==> src/rtl/iter_shifter_pkg.sv <==
// -----------------------------------------------------------------------------
// iter_shifter_pkg
// Shared definitions for the iterative shifter: operation encodings, FSM state
// encoding and a helper that decides whether an operation code is executable
// in the current build.
//
// Build option: ITER_SHIFTER_ROTATE_EN
//   defined   -> ROR/ROL codes are executable operations
//   undefined -> ROR/ROL codes behave like the reserved codes (operand passes
//                through unchanged)
// -----------------------------------------------------------------------------
package iter_shifter_pkg;

    localparam int MODE_W = 3;

    // Operation codes carried on the mode input; 101-111 are reserved.
    typedef enum logic [MODE_W-1:0] {
        MODE_SLL = 3'b000,
        MODE_SRL = 3'b001,
        MODE_SRA = 3'b010,
        MODE_ROR = 3'b011,
        MODE_ROL = 3'b100
    } mode_e;

    // Controller states; busy is asserted only in ST_SHIFT.
    typedef enum logic [1:0] {
        ST_IDLE  = 2'd0,
        ST_SHIFT = 2'd1,
        ST_DONE  = 2'd2
    } state_e;

    // True when the code selects an operation that actually moves bits.
    function automatic logic mode_is_valid(input logic [MODE_W-1:0] m);
`ifdef ITER_SHIFTER_ROTATE_EN
        return (m <= MODE_ROL);
`else
        return (m <= MODE_SRA);
`endif
    endfunction

endpackage

==> src/rtl/iter_shifter_if.sv <==
// -----------------------------------------------------------------------------
// iter_shifter_if
// Request/result bundle of the iterative shifter.
//   start  : request, sampled only while the shifter is not busy
//   mode   : operation code (see iter_shifter_pkg::mode_e)
//   shamt  : shift/rotate distance, unsigned, $clog2(WIDTH) bits
//   din    : operand
//   busy   : operation in progress
//   done   : one-cycle pulse, dout holds the result
//   dout   : result register
// Modports: master = requester, slave = shifter.
// -----------------------------------------------------------------------------
interface iter_shifter_if
    import iter_shifter_pkg::*;
#(
    parameter int WIDTH = 32
);
    localparam int SW = $clog2(WIDTH);

    logic              start;
    logic [MODE_W-1:0] mode;
    logic [SW-1:0]     shamt;
    logic [WIDTH-1:0]  din;
    logic              busy;
    logic              done;
    logic [WIDTH-1:0]  dout;

    modport master (
        output start, mode, shamt, din,
        input  busy, done, dout
    );

    modport slave (
        input  start, mode, shamt, din,
        output busy, done, dout
    );

endinterface

==> src/rtl/iter_shifter_shift_step.sv <==
// -----------------------------------------------------------------------------
// shift_step
// Purely combinational single-bit step of the selected operation.
//   mode : operation code
//   d    : current value
//   q    : value after one 1-bit step (unchanged for non-executable codes)
// Build option ITER_SHIFTER_ROTATE_EN adds the rotate steps; without it the
// rotate codes fall through to the pass-through default.
// -----------------------------------------------------------------------------
module shift_step
    import iter_shifter_pkg::*;
#(
    parameter int WIDTH = 32
) (
    input  logic [MODE_W-1:0] mode,
    input  logic [WIDTH-1:0]  d,
    output logic [WIDTH-1:0]  q
);

    always_comb begin
        q = d;
        case (mode)
            MODE_SLL: q = {d[WIDTH-2:0], 1'b0};
            MODE_SRL: q = {1'b0, d[WIDTH-1:1]};
            MODE_SRA: q = {d[WIDTH-1], d[WIDTH-1:1]};
`ifdef ITER_SHIFTER_ROTATE_EN
            MODE_ROR: q = {d[0], d[WIDTH-1:1]};
            MODE_ROL: q = {d[WIDTH-2:0], d[WIDTH-1]};
`endif
            default:  q = d;
        endcase
    end

endmodule

==> src/rtl/iter_shifter.sv <==
// -----------------------------------------------------------------------------
// iter_shifter
// Iterative shifter/rotator: one bit position per clock, so a shift by N takes
// N cycles in SHIFT regardless of WIDTH.
//   clk  : clock, rising edge
//   rst  : synchronous, active-high reset
//   bus  : iter_shifter_if.slave (start/mode/shamt/din in, busy/done/dout out)
// Build option ITER_SHIFTER_ROTATE_EN enables ROR/ROL; otherwise those codes
// are treated as reserved and the operand is returned unchanged.
// -----------------------------------------------------------------------------
module iter_shifter
    import iter_shifter_pkg::*;
#(
    parameter int WIDTH = 32
) (
    input  logic          clk,
    input  logic          rst,
    iter_shifter_if.slave bus
);

    localparam int SW = $clog2(WIDTH);

    state_e            state_q, state_d;
    logic [WIDTH-1:0]  dout_q, dout_d;
    logic [SW-1:0]     cnt_q, cnt_d;
    logic [MODE_W-1:0] mode_q, mode_d;
    logic [WIDTH-1:0]  step_out;
    logic              accept;

    shift_step #(.WIDTH(WIDTH)) u_step (
        .mode (mode_q),
        .d    (dout_q),
        .q    (step_out)
    );

    // A request is only seen outside SHIFT, so inputs cannot disturb a
    // running operation.
    assign accept = bus.start && (state_q != ST_SHIFT);

    always_ff @(posedge clk) begin
        if (rst) begin
            state_q <= ST_IDLE;
            dout_q  <= '0;
            cnt_q   <= '0;
            mode_q  <= '0;
        end else begin
            state_q <= state_d;
            dout_q  <= dout_d;
            cnt_q   <= cnt_d;
            mode_q  <= mode_d;
        end
    end

    // Zero-distance and non-executable requests skip SHIFT entirely.
    always_comb begin
        state_d = state_q;
        case (state_q)
            ST_IDLE, ST_DONE: begin
                if (accept) begin
                    if ((bus.shamt != '0) && mode_is_valid(bus.mode))
                        state_d = ST_SHIFT;
                    else
                        state_d = ST_DONE;
                end else begin
                    state_d = ST_IDLE;
                end
            end
            ST_SHIFT: begin
                if (cnt_q == SW'(1))
                    state_d = ST_DONE;
            end
            default: state_d = ST_IDLE;
        endcase
    end

    // Datapath: load on accept, step once per SHIFT cycle, otherwise hold.
    always_comb begin
        dout_d = dout_q;
        cnt_d  = cnt_q;
        mode_d = mode_q;
        if (accept) begin
            dout_d = bus.din;
            cnt_d  = bus.shamt;
            mode_d = bus.mode;
        end else if (state_q == ST_SHIFT) begin
            dout_d = step_out;
            cnt_d  = cnt_q - SW'(1);
        end
    end

    always_comb begin
        bus.busy = (state_q == ST_SHIFT);
        bus.done = (state_q == ST_DONE);
        bus.dout = dout_q;
    end

endmodule

==> src/flat_wrapper.sv <==
// flat-port wrapper written by rule: the top's interface ports become plain ports
module iter_shifter_flat import iter_shifter_pkg::*;
#(
    parameter int WIDTH = 32
)
  (clk, rst, bus_start, bus_mode, bus_shamt, bus_din, bus_busy, bus_done, bus_dout);
  iter_shifter_if #(.WIDTH(WIDTH)) bus_i ();
  input  logic clk;
  input  logic rst;
  input wire logic [$bits(bus_i.start)-1:0] bus_start;
  input wire logic [$bits(bus_i.mode)-1:0] bus_mode;
  input wire logic [$bits(bus_i.shamt)-1:0] bus_shamt;
  input wire logic [$bits(bus_i.din)-1:0] bus_din;
  output wire logic [$bits(bus_i.busy)-1:0] bus_busy;
  output wire logic [$bits(bus_i.done)-1:0] bus_done;
  output wire logic [$bits(bus_i.dout)-1:0] bus_dout;
  assign bus_i.start = bus_start;
  assign bus_i.mode = bus_mode;
  assign bus_i.shamt = bus_shamt;
  assign bus_i.din = bus_din;
  assign bus_busy = bus_i.busy;
  assign bus_done = bus_i.done;
  assign bus_dout = bus_i.dout;
  iter_shifter #(.WIDTH(WIDTH)) u_core (.clk(clk), .rst(rst), .bus(bus_i));
endmodule
==> config.mk <==
export PLATFORM = sky130hd
export DESIGN_NAME = iter_shifter_flat
export DESIGN_NICKNAME = d
export VERILOG_FILES = /design/src/rtl/iter_shifter_pkg.sv /design/src/rtl/iter_shifter_if.sv /design/src/rtl/iter_shifter_shift_step.sv /design/src/rtl/iter_shifter.sv /design/src/flat_wrapper.sv
export SDC_FILE = /design/constraint.sdc
export NUM_CORES = 1
export LEC_CHECK = 0
export BUFFER_PORTS_ARGS = -buffer_cell sky130_fd_sc_hd__buf_4
export CORE_UTILIZATION = 40
export DETAILED_ROUTE_END_ITERATION = 12
export PLACE_DENSITY = 0.74
export SLEW_MARGIN = 25
export SYNTH_ARGS = -nofsm -noshare
export SYNTH_HDL_FRONTEND = slang
export SYNTH_SLANG_ARGS = --single-unit
==> constraint.sdc <==
create_clock -name clk -period 1.5 [get_ports clk]
set_input_delay 0.3 -clock clk [delete_from_list [all_inputs] [get_ports clk]]
set_output_delay 0.3 -clock clk [all_outputs]
set_load 0.05 [all_outputs]
==> results of run 1 <==
==> final cells by class <==
| cell class | count | area (um^2) |
|---|---|---|
| repair buffers | 99 | 830 |
| fillers | 530 | 2350 |
| clock inverters | 1 | 5.00 |
| inverters | 5 | 21.3 |
| multi-input cells | 207 | 1450 |
| well taps | 72 | 90.1 |
| flip-flops and latches | 42 | 845 |
| clock buffers | 7 | 86.3 |
==> flip-flops by register name (all words and copies together) (netlist names) <==
register / cells
u_core.bus.dout: 32
u_core.cnt_q: 5
u_core.mode_q: 3
u_core.state_q: 2
==> per-stage QoR <==
stage	instances	cell area [um^2]	setup TNS, ns
after floorplan	287	2420	0
after global placement	425	3200	-0.00803
after detailed placement	425	3200	-0.347
after CTS	433	3310	0
after global routing	433	3320	-0.00452
final	433	3320	0
==> cells by family after synthesis <==
logic type | Yosys count | share of synthesized area
AO/OA/AOI/OAI | 140 | 0.418
XOR/XNOR | 1 | 0.00672
adder cells (fa/ha/maj) | 2 | 0.0103
buffers and inverters | 38 | 0.0672
flip-flops | 42 | 0.347
multiplexers | 3 | 0.0124
AND/OR/NAND/NOR | 61 | 0.139
==> cell usage after synthesis (2+ instances only) <==
cell type	count
buf_2	13
ha_1	2
o21ai_0	2
clkbuf_1	19
mux2i_1	3
inv_1	4
nor2_1	9
a211oi_1	36
o32ai_1	30
nand2b_1	31
a222oi_1	2
dfxtp_1	42
o21a_1	30
nor2b_1	3
nor3_1	3
nand2_1	9
a21oi_1	35
==> final timing paths <==
| check | startpoint | end | cells past startpoint |
|---|---|---|---|
| worst max-delay path | u_core.state_q[1]$_SDFFE_PP0P_ | bus_busy | 4 |
| worst min-delay path | bus_mode[2] | u_core.mode_q[2]$_SDFFE_PP0P_ | 3 |
| worst max register to register | u_core.state_q[1]$_SDFFE_PP0P_ | u_core.bus.dout[1]$_SDFFE_PP0P_ | 6 |
| worst min register to register | u_core.mode_q[1]$_SDFFE_PP0P_ | u_core.mode_q[1]$_SDFFE_PP0P_ | 2 |
==> worst min-delay path: cells and delay by family <==
family                 cells  cell delay (ns)
buffers and inverters      1             0.12
and+or+nand+nor            1             0.05
AOI/OAI and AO/OA          1             0.05
==> layer usage <==
metal / wire (um) / track usage / share of wire / vias up
met5: 0 / 0 / 0 / -
met4: 44 / 0.0536 / 0.0065 / 0
met3: 420 / 0.0286 / 0.062 / 4
met2: 3150 / 0.332 / 0.47 / 86
met1: 3130 / 0.303 / 0.46 / 1221
li1: - / - / - / 1245
==> power by group <==
part	total (mW)	internal, mW	switching (mW)	leakage (nW)
Sequential	1.31	1.21	0.108	0.346
Clock	0.768	0.372	0.396	0.0482
Combinational	1.13	0.475	0.658	0.875
==> timing repair <==
action	CTS	global route
endpoints found under the setup margin	23	9
endpoints found under the hold margin	0	0
gates resized for setup	4	6
pin swaps	0	0
==> flow_summary.ini, run 1 <==
[clock_tree]
clkLatencyLatePin_ns = 0.29
tritoncts = built
cts_made_buffers = 5
clkSinkCount = 42
cts_max_level = 2
hold_buffers = 0
postCtsSetupBuffers = 0
cts.path.max_buffers = 2
clkTransAtPathRegs_ns = 0.08
root_buffer = clkbuf_8

[logic_synthesis]
synth_area_leaders = dfxtp_1 35%, a211oi_1 11%, o32ai_1 11%, o21a_1 9.3%, nand2b_1 8.0%
ys.flop_type = dfxtp_1
synth_edf_count = 0
ys_seq_area_frac = 0.347
syn_area_mm2 = 0.00242
synth-async-reset-ratio = 0
synth_nets = 332
synth_top_area_frac = 0.347
yosysTopAreaCell = dfxtp_1
avgSynthCellArea_um2 = 8.44
ys_warn_count = 0
synth_cells = 287
ys_ff_latch = 42
synth_cell_types = 31

[routing]
postRouteAntennaNets = 0
viasPerCell = 5.90
post_drt_wl_per_cell_um = 15.6
drt_wl_total_um = 6740
drc = 0
drt_iter0_drc = 191
first_pass_iters = 7
via_count = 2556

[global_routing]
antenna_found_initial = 0
grt_pass1_vias = 2195
groute.usage.overall = 0.212
grt_pass1_wl_um = 10800
grt-ovfl-total = 0
grt_max_degree = 73

[critical_path]
cp_max_fo = 6
critPathMaxStageDelay_ns = 0.32
end_kind = output port
cp_num_buf_inv = 3
r2r_setup_slack_ns = 0.07
cp_slowest_cell = dfxtp_1
crit_chain = nand2b_4 -> inv_4 -> buf_6 -> buf_8
path_delay_family = buffers and inverters
crit_path_start_kind = flop
path_class = flop to output port
worstPathRequired_ns = 1.20
arrival_ns = 1.16

[finish]
nNetsFinal = 405
antenna_cells = 0
drive_above_1_share = 0.321
final_cell_mix = 91 x buf_4, 39 x dfxtp_1, 36 x a211oi_1
utilization = 0.586
area_delta_synth_final_pct = 37.3
final_common_cell = buf_4

[power]
pwr_density_cell_mw_per_mm2 = 968
ir_drop_mv = 0.567
power.total_mw = 3.22
p_leak_nw = 1.27

[die]
dieArea_mm2 = 0.00637
die_w_um = 79.8
start_util = 0.427
num_io_pins = 77
fp-row-count = 27
die_h_um = 79.8
core_area_mm2 = 0.00568

[placed_design]
port_buffers = 76
gp_congestion = 0.771
dpl_worst_slack_ns = -0.0688
hpwl_um = 4510

[timing]
hold_viol_final = 0
finalWorstSetupSlack_ns = 0.0409
fmax_mhz = 685
relSlewSlack = 0.797
period_needed_ns = 1.46
finClkSkew_ns = 0.00277
rsz0062_at_grt = yes
worst_slew_pin_slew_ns = 0.304
drv_slew = 0
setup_viol = 0
min_period_over_period = 0.973
hold-worst-slack_ns = 0.257

[worst_hold_path]
hp-class = input pin to flop

[outcome]
status = finished, final reports clean

[job]
maxCapViolCount = 0
Power figures use the tool's default switching activity.
==> run 2, diff against run 1 <==
CORE_ASPECT_RATIO = 0.75   (was unset)
==> flow_summary.ini, run 2 (synthesized netlist as in run 1, its figures left out) <==
[finish]
final_cell_mix = 93 x buf_4, 41 x dfxtp_1, 36 x a211oi_1
finalNonFillerCells = 440
drive_above_1_share = 0.315
utilization = 0.569
nNetsFinal = 406
largest_register_ffs = 32
antenna_cells = 0
final_common_cell = buf_4
area_delta_synth_final_pct = 36.9

[power]
power.total_mw = 3.20
ir_drop_mv = 0.505
p_leak_nw = 1.27
pwr_density_cell_mw_per_mm2 = 964

[clock_tree]
hold_buffers = 0
clkLatencyLatePin_ns = 0.29
clkTransAtPathRegs_ns = 0.08
clkSinkCount = 42
cts_made_buffers = 5
cts.path.max_buffers = 2
cts_max_level = 2
root_buffer = clkbuf_8
tritoncts = built

[timing]
rsz0062_at_grt = yes
worst_slew_pin_slew_ns = 0.457
hold_viol_final = 0
setup_viol = 0
min_period_over_period = 0.957
drv_slew = 0
relSlewSlack = 0.691
finClkSkew_ns = 0.00349
period_needed_ns = 1.43
hold-worst-slack_ns = 0.266
fmax_mhz = 697
setup_tns_ns = 0

[placed_design]
hpwl_um = 4640
port_buffers = 76
dp.cells = 430
gp_congestion = 0.816

[die]
core_area_mm2 = 0.00583
start_util = 0.416
dieArea_mm2 = 0.00637
die_h_um = 69.4
num_io_pins = 77
die_w_um = 91.8
fp-row-count = 24

[worst_hold_path]
min-delay-start = bus_mode[1]
min_to = u_core.mode_q[1]$_SDFFE_PP0P_
hold_path_depth = 3
hp-class = input pin to flop

[critical_path]
arrival_ns = 1.63
r2r_start = u_core.state_q[1]$_SDFFE_PP0P_
path_class = flop to flop
end_kind = flop
ff2ff_path_depth = 6
cp_max_fo = 13
crit_path_start_kind = flop
r2r_setup_slack_ns = 0.07
worstPathRequired_ns = 1.70
r2r-end = u_core.bus.dout[7]$_SDFFE_PP0P_

[routing]
viasPerCell = 5.68
post_drt_wl_per_cell_um = 15.5
drt_iter0_drc = 99
postRouteAntennaNets = 0
drt_wl_total_um = 6810
via_count = 2501
drc = 0
first_pass_iters = 6

[global_routing]
grt_max_degree = 73
grt_pass1_wl_um = 11000
groute.usage.overall = 0.213
antenna_found_initial = 0
grt-ovfl-total = 0
grt_pass1_vias = 2292

[outcome]
status = finished, final reports clean

[job]
maxCapViolCount = 0
-- run 2: cell count changes in the layout (fill, tap and decap cells not counted) --
cell     previous run  this run
buf_4              91        93
dfxtp_1            39        41
nor4b_2             1         0
dfxtp_2             3         1
nor4b_1             0         1
inv_2               0         1
inv_4               1         0
buf_12              6         5
-- run 2: metal layers --
metal / global-route usage / share of wire / vias up
met5: 0 / 0 / -
met1: 0.300 / 0.47 / 1174
met4: 0.0642 / 0.014 / 0
met2: 0.326 / 0.46 / 72
li1: - / - / 1247
met3: 0.0471 / 0.054 / 8
-- run 2: metrics by stage --
| stage | instance area (um^2) | setup slack, ns |
|---|---|---|
| 6_report | 3310 | 0.0652 |
| 5_1_grt | 3310 | -0.0337 |
| 4_1_cts | 3310 | 0.0421 |
| 3_5_place_dp | 3190 | -0.0937 |
| 3_3_place_gp | 3190 | -0.0176 |
| 2_1_floorplan | 2420 | 0.0302 |
-- run 2: layout make-up --
type / count / area, um^2
clock buffer: 7 / 86.3
clock inverter: 1 / 5.00
inverter: 5 / 18.8
sequential: 42 / 842
tap: 78 / 97.6
fill: 561 / 2510
multi-input combinational: 207 / 1440
timing repair buffer: 100 / 825
-- run 2: worst max-delay path, stage by stage (launching register included) --
cell      delay (ns)
dfxtp_1         0.32
nand2b_4        0.15
buf_4           0.15
a211oi_4        0.18
buf_4           0.24
a21oi_1         0.07
o32ai_1         0.23
-- run 2: timing repair --
| action | CTS | global route |
|---|---|---|
| pin swaps | 0 | 0 |
| buffers inserted | 2 | 0 |
| endpoints found under the setup margin | 30 | 27 |
| gates resized for setup | 4 | 2 |
| hold endpoints to repair | 0 | 0 |
-- run 2: power breakdown --
part | total [mW] | internal (mW) | switching (mW)
logic | 1.13 | 0.468 | 0.659
clock network | 0.759 | 0.372 | 0.388
registers | 1.31 | 1.21 | 0.104
total | 3.20 | 2.05 | 1.15
-- run 2: worst max path at each step --
stage          slack [ns]                                to                            from
2_1_floorplan        0.03  u_core.bus.dout[17]$_SDFFE_PP0P_  u_core.state_q[1]$_SDFFE_PP0P_
3_3_place_gp        -0.02  u_core.bus.dout[25]$_SDFFE_PP0P_  u_core.state_q[1]$_SDFFE_PP0P_
3_5_place_dp        -0.09   u_core.bus.dout[7]$_SDFFE_PP0P_  u_core.state_q[1]$_SDFFE_PP0P_
4_1_cts              0.04                          bus_busy  u_core.state_q[1]$_SDFFE_PP0P_
5_1_grt             -0.03  u_core.bus.dout[13]$_SDFFE_PP0P_  u_core.state_q[1]$_SDFFE_PP0P_
6_report             0.07   u_core.bus.dout[7]$_SDFFE_PP0P_  u_core.state_q[1]$_SDFFE_PP0P_
==> run 3, diff against run 2 <==
BUFFER_PORTS_ARGS = unset   (was -buffer_cell sky130_fd_sc_hd__buf_4)
DONT_BUFFER_PORTS = 1   (was unset)
PLACE_DENSITY = 0.62   (was 0.74)
SKIP_CTS_REPAIR_TIMING = 1   (was unset)
clock period = 1.2 ns   (was 1.5 ns; I/O delays follow)
==> flow_summary.ini, run 3 (synthesized netlist as in run 1, its figures left out) <==
[routing]
post_drt_wl_per_cell_um = 16.4
via_count = 2355
viasPerCell = 5.80
drc = 0
drt_iter0_drc = 125
drt_wl_total_um = 6670
first_pass_iters = 4
postRouteAntennaNets = 0

[critical_path]
r2r-end = u_core.cnt_q[2]$_SDFFE_PP0P_
cp_num_buf_inv = 3
ff2ff_path_depth = 7
crit_chain = nand2b_4 -> inv_4 -> nor2_4 -> buf_4 -> buf_6 -> a222oi_1 -> nor2_1
critPathMaxStageDelay_ns = 0.33
r2r_setup_slack_ns = -0.19
end_kind = flop
crit_path_start_kind = flop
r2r_start = u_core.state_q[1]$_SDFFE_PP0P_
path_delay_family = buffers and inverters
path_class = flop to flop
worstPathRequired_ns = 1.37
cp_slowest_cell = a222oi_1
cp_max_fo = 5
arrival_ns = 1.56

[finish]
final_cell_mix = 51 x buf_4, 34 x a21oi_1, 34 x dfxtp_1
finalNonFillerCells = 406
area_delta_synth_final_pct = 32.8
fillers = 546
largest_register_ffs = 32
nNetsFinal = 373
final_area_mm2 = 0.00321
final_common_cell = buf_4
antenna_cells = 0
drive_above_1_share = 0.323

[die]
start_util = 0.416
die_h_um = 69.4
fp-row-count = 24
dieArea_mm2 = 0.00637
core_area_mm2 = 0.00583
die_w_um = 91.8
num_io_pins = 77

[timing]
min_period_over_period = 1.16
setup_tns_ns = -4.89
hold_viol_final = 0
finClkSkew_ns = 0.00624
worst_slew_pin_slew_ns = 0.309
drv_slew = 0
relSlewSlack = 0.794
period_needed_ns = 1.39
setup_viol = 38
finalWorstSetupSlack_ns = -0.189
rsz0062_at_grt = yes
fmax_mhz = 720

[outcome]
violations = setup timing
status = finished with violations

[clock_tree]
cts.path.max_buffers = 2
clkTransAtPathRegs_ns = 0.07
cts_made_buffers = 5
clkSinkCount = 42
tritoncts = built
cts_max_level = 2
root_buffer = clkbuf_8
clkLatencyLatePin_ns = 0.29

[power]
clockPowerShare = 0.224
power.total_mw = 3.89
internal_power_mw = 2.48
ir_drop_mv = 0.486
p_leak_nw = 1.13
sequentialPowerShare = 0.424
p_sw_frac = 0.363
pwr_density_cell_mw_per_mm2 = 1210
combPwrFrac = 0.352
switchingPower_mw = 1.41

[global_routing]
grt_max_degree = 73
antenna_found_initial = 0
groute.usage.overall = 0.217
grt_pass1_wl_um = 11200
grt_pass1_vias = 2257
grt-ovfl-total = 0

[worst_hold_path]
hold_path_depth = 1
min-delay-start = rst
hp-class = input pin to flop
min_to = u_core.cnt_q[3]$_SDFFE_PP0P_

[placed_design]
place_area_mm2 = 0.00291
port_buffers = 0
gp_congestion = 0.765
hpwl_um = 4590
dpl_worst_slack_ns = -0.220
dp.cells = 396

[job]
maxCapViolCount = 0
run 3: worst max path at each step:
| stage | start | endpoint | slack [ns] | depth (start not counted) |
|---|---|---|---|---|
| 2_1_floorplan | u_core.state_q[1]$_SDFFE_PP0P_ | u_core.bus.dout[20]$_SDFFE_PP0P_ | -0.13 | 6 |
| 3_3_place_gp | u_core.mode_q[1]$_SDFFE_PP0P_ | u_core.bus.dout[5]$_SDFFE_PP0P_ | -0.17 | 5 |
| 3_5_place_dp | u_core.mode_q[1]$_SDFFE_PP0P_ | u_core.bus.dout[14]$_SDFFE_PP0P_ | -0.22 | 5 |
| 4_1_cts | u_core.state_q[1]$_SDFFE_PP0P_ | bus_busy | -0.24 | 4 |
| 5_1_grt | u_core.mode_q[1]$_SDFFE_PP0P_ | u_core.bus.dout[4]$_SDFFE_PP0P_ | -0.27 | 5 |
| 6_report | u_core.state_q[1]$_SDFFE_PP0P_ | u_core.cnt_q[2]$_SDFFE_PP0P_ | -0.19 | 7 |
run 3: power by group through the flow:
stage / clock [mW] / sequential [mW] / combinational, mW
after global routing: 0.963 / 1.67 / 1.48
final: 0.871 / 1.65 / 1.37
after CTS: 0.895 / 1.63 / 1.27
after detailed placement: 0 / 1.66 / 1.27
after floorplan: 0 / 1.93 / 0.672
after global placement: 0 / 1.66 / 1.25
run 3: cell type report:
cell class | count | area [um^2] | share of cell area
timing repair buffer | 67 | 576 | 0.179
sequential | 42 | 856 | 0.266
multi-input combinational | 207 | 1590 | 0.493
inverter | 5 | 23.8 | 0.00740
clock buffer | 7 | 76.3 | 0.0237
tap | 78 | 97.6 | 0.0304
run 3: stage by stage:
stage / hold slack [ns] / util
finish: 0.0184 / 0.552
global route: 0.000718 / 0.552
CTS: 0.00362 / 0.512
detailed placement: 0.315 / 0.499
global placement: 0.310 / 0.499
floorplan: 0.368 / -
run 3: routing by layer:
layer,GRT usage,share of wire,vias up
met5,0,0,-
met4,0.0313,0.0060,0
met1,0.307,0.49,1117
met2,0.340,0.45,53
met3,0.0559,0.051,4
li1,-,-,1181
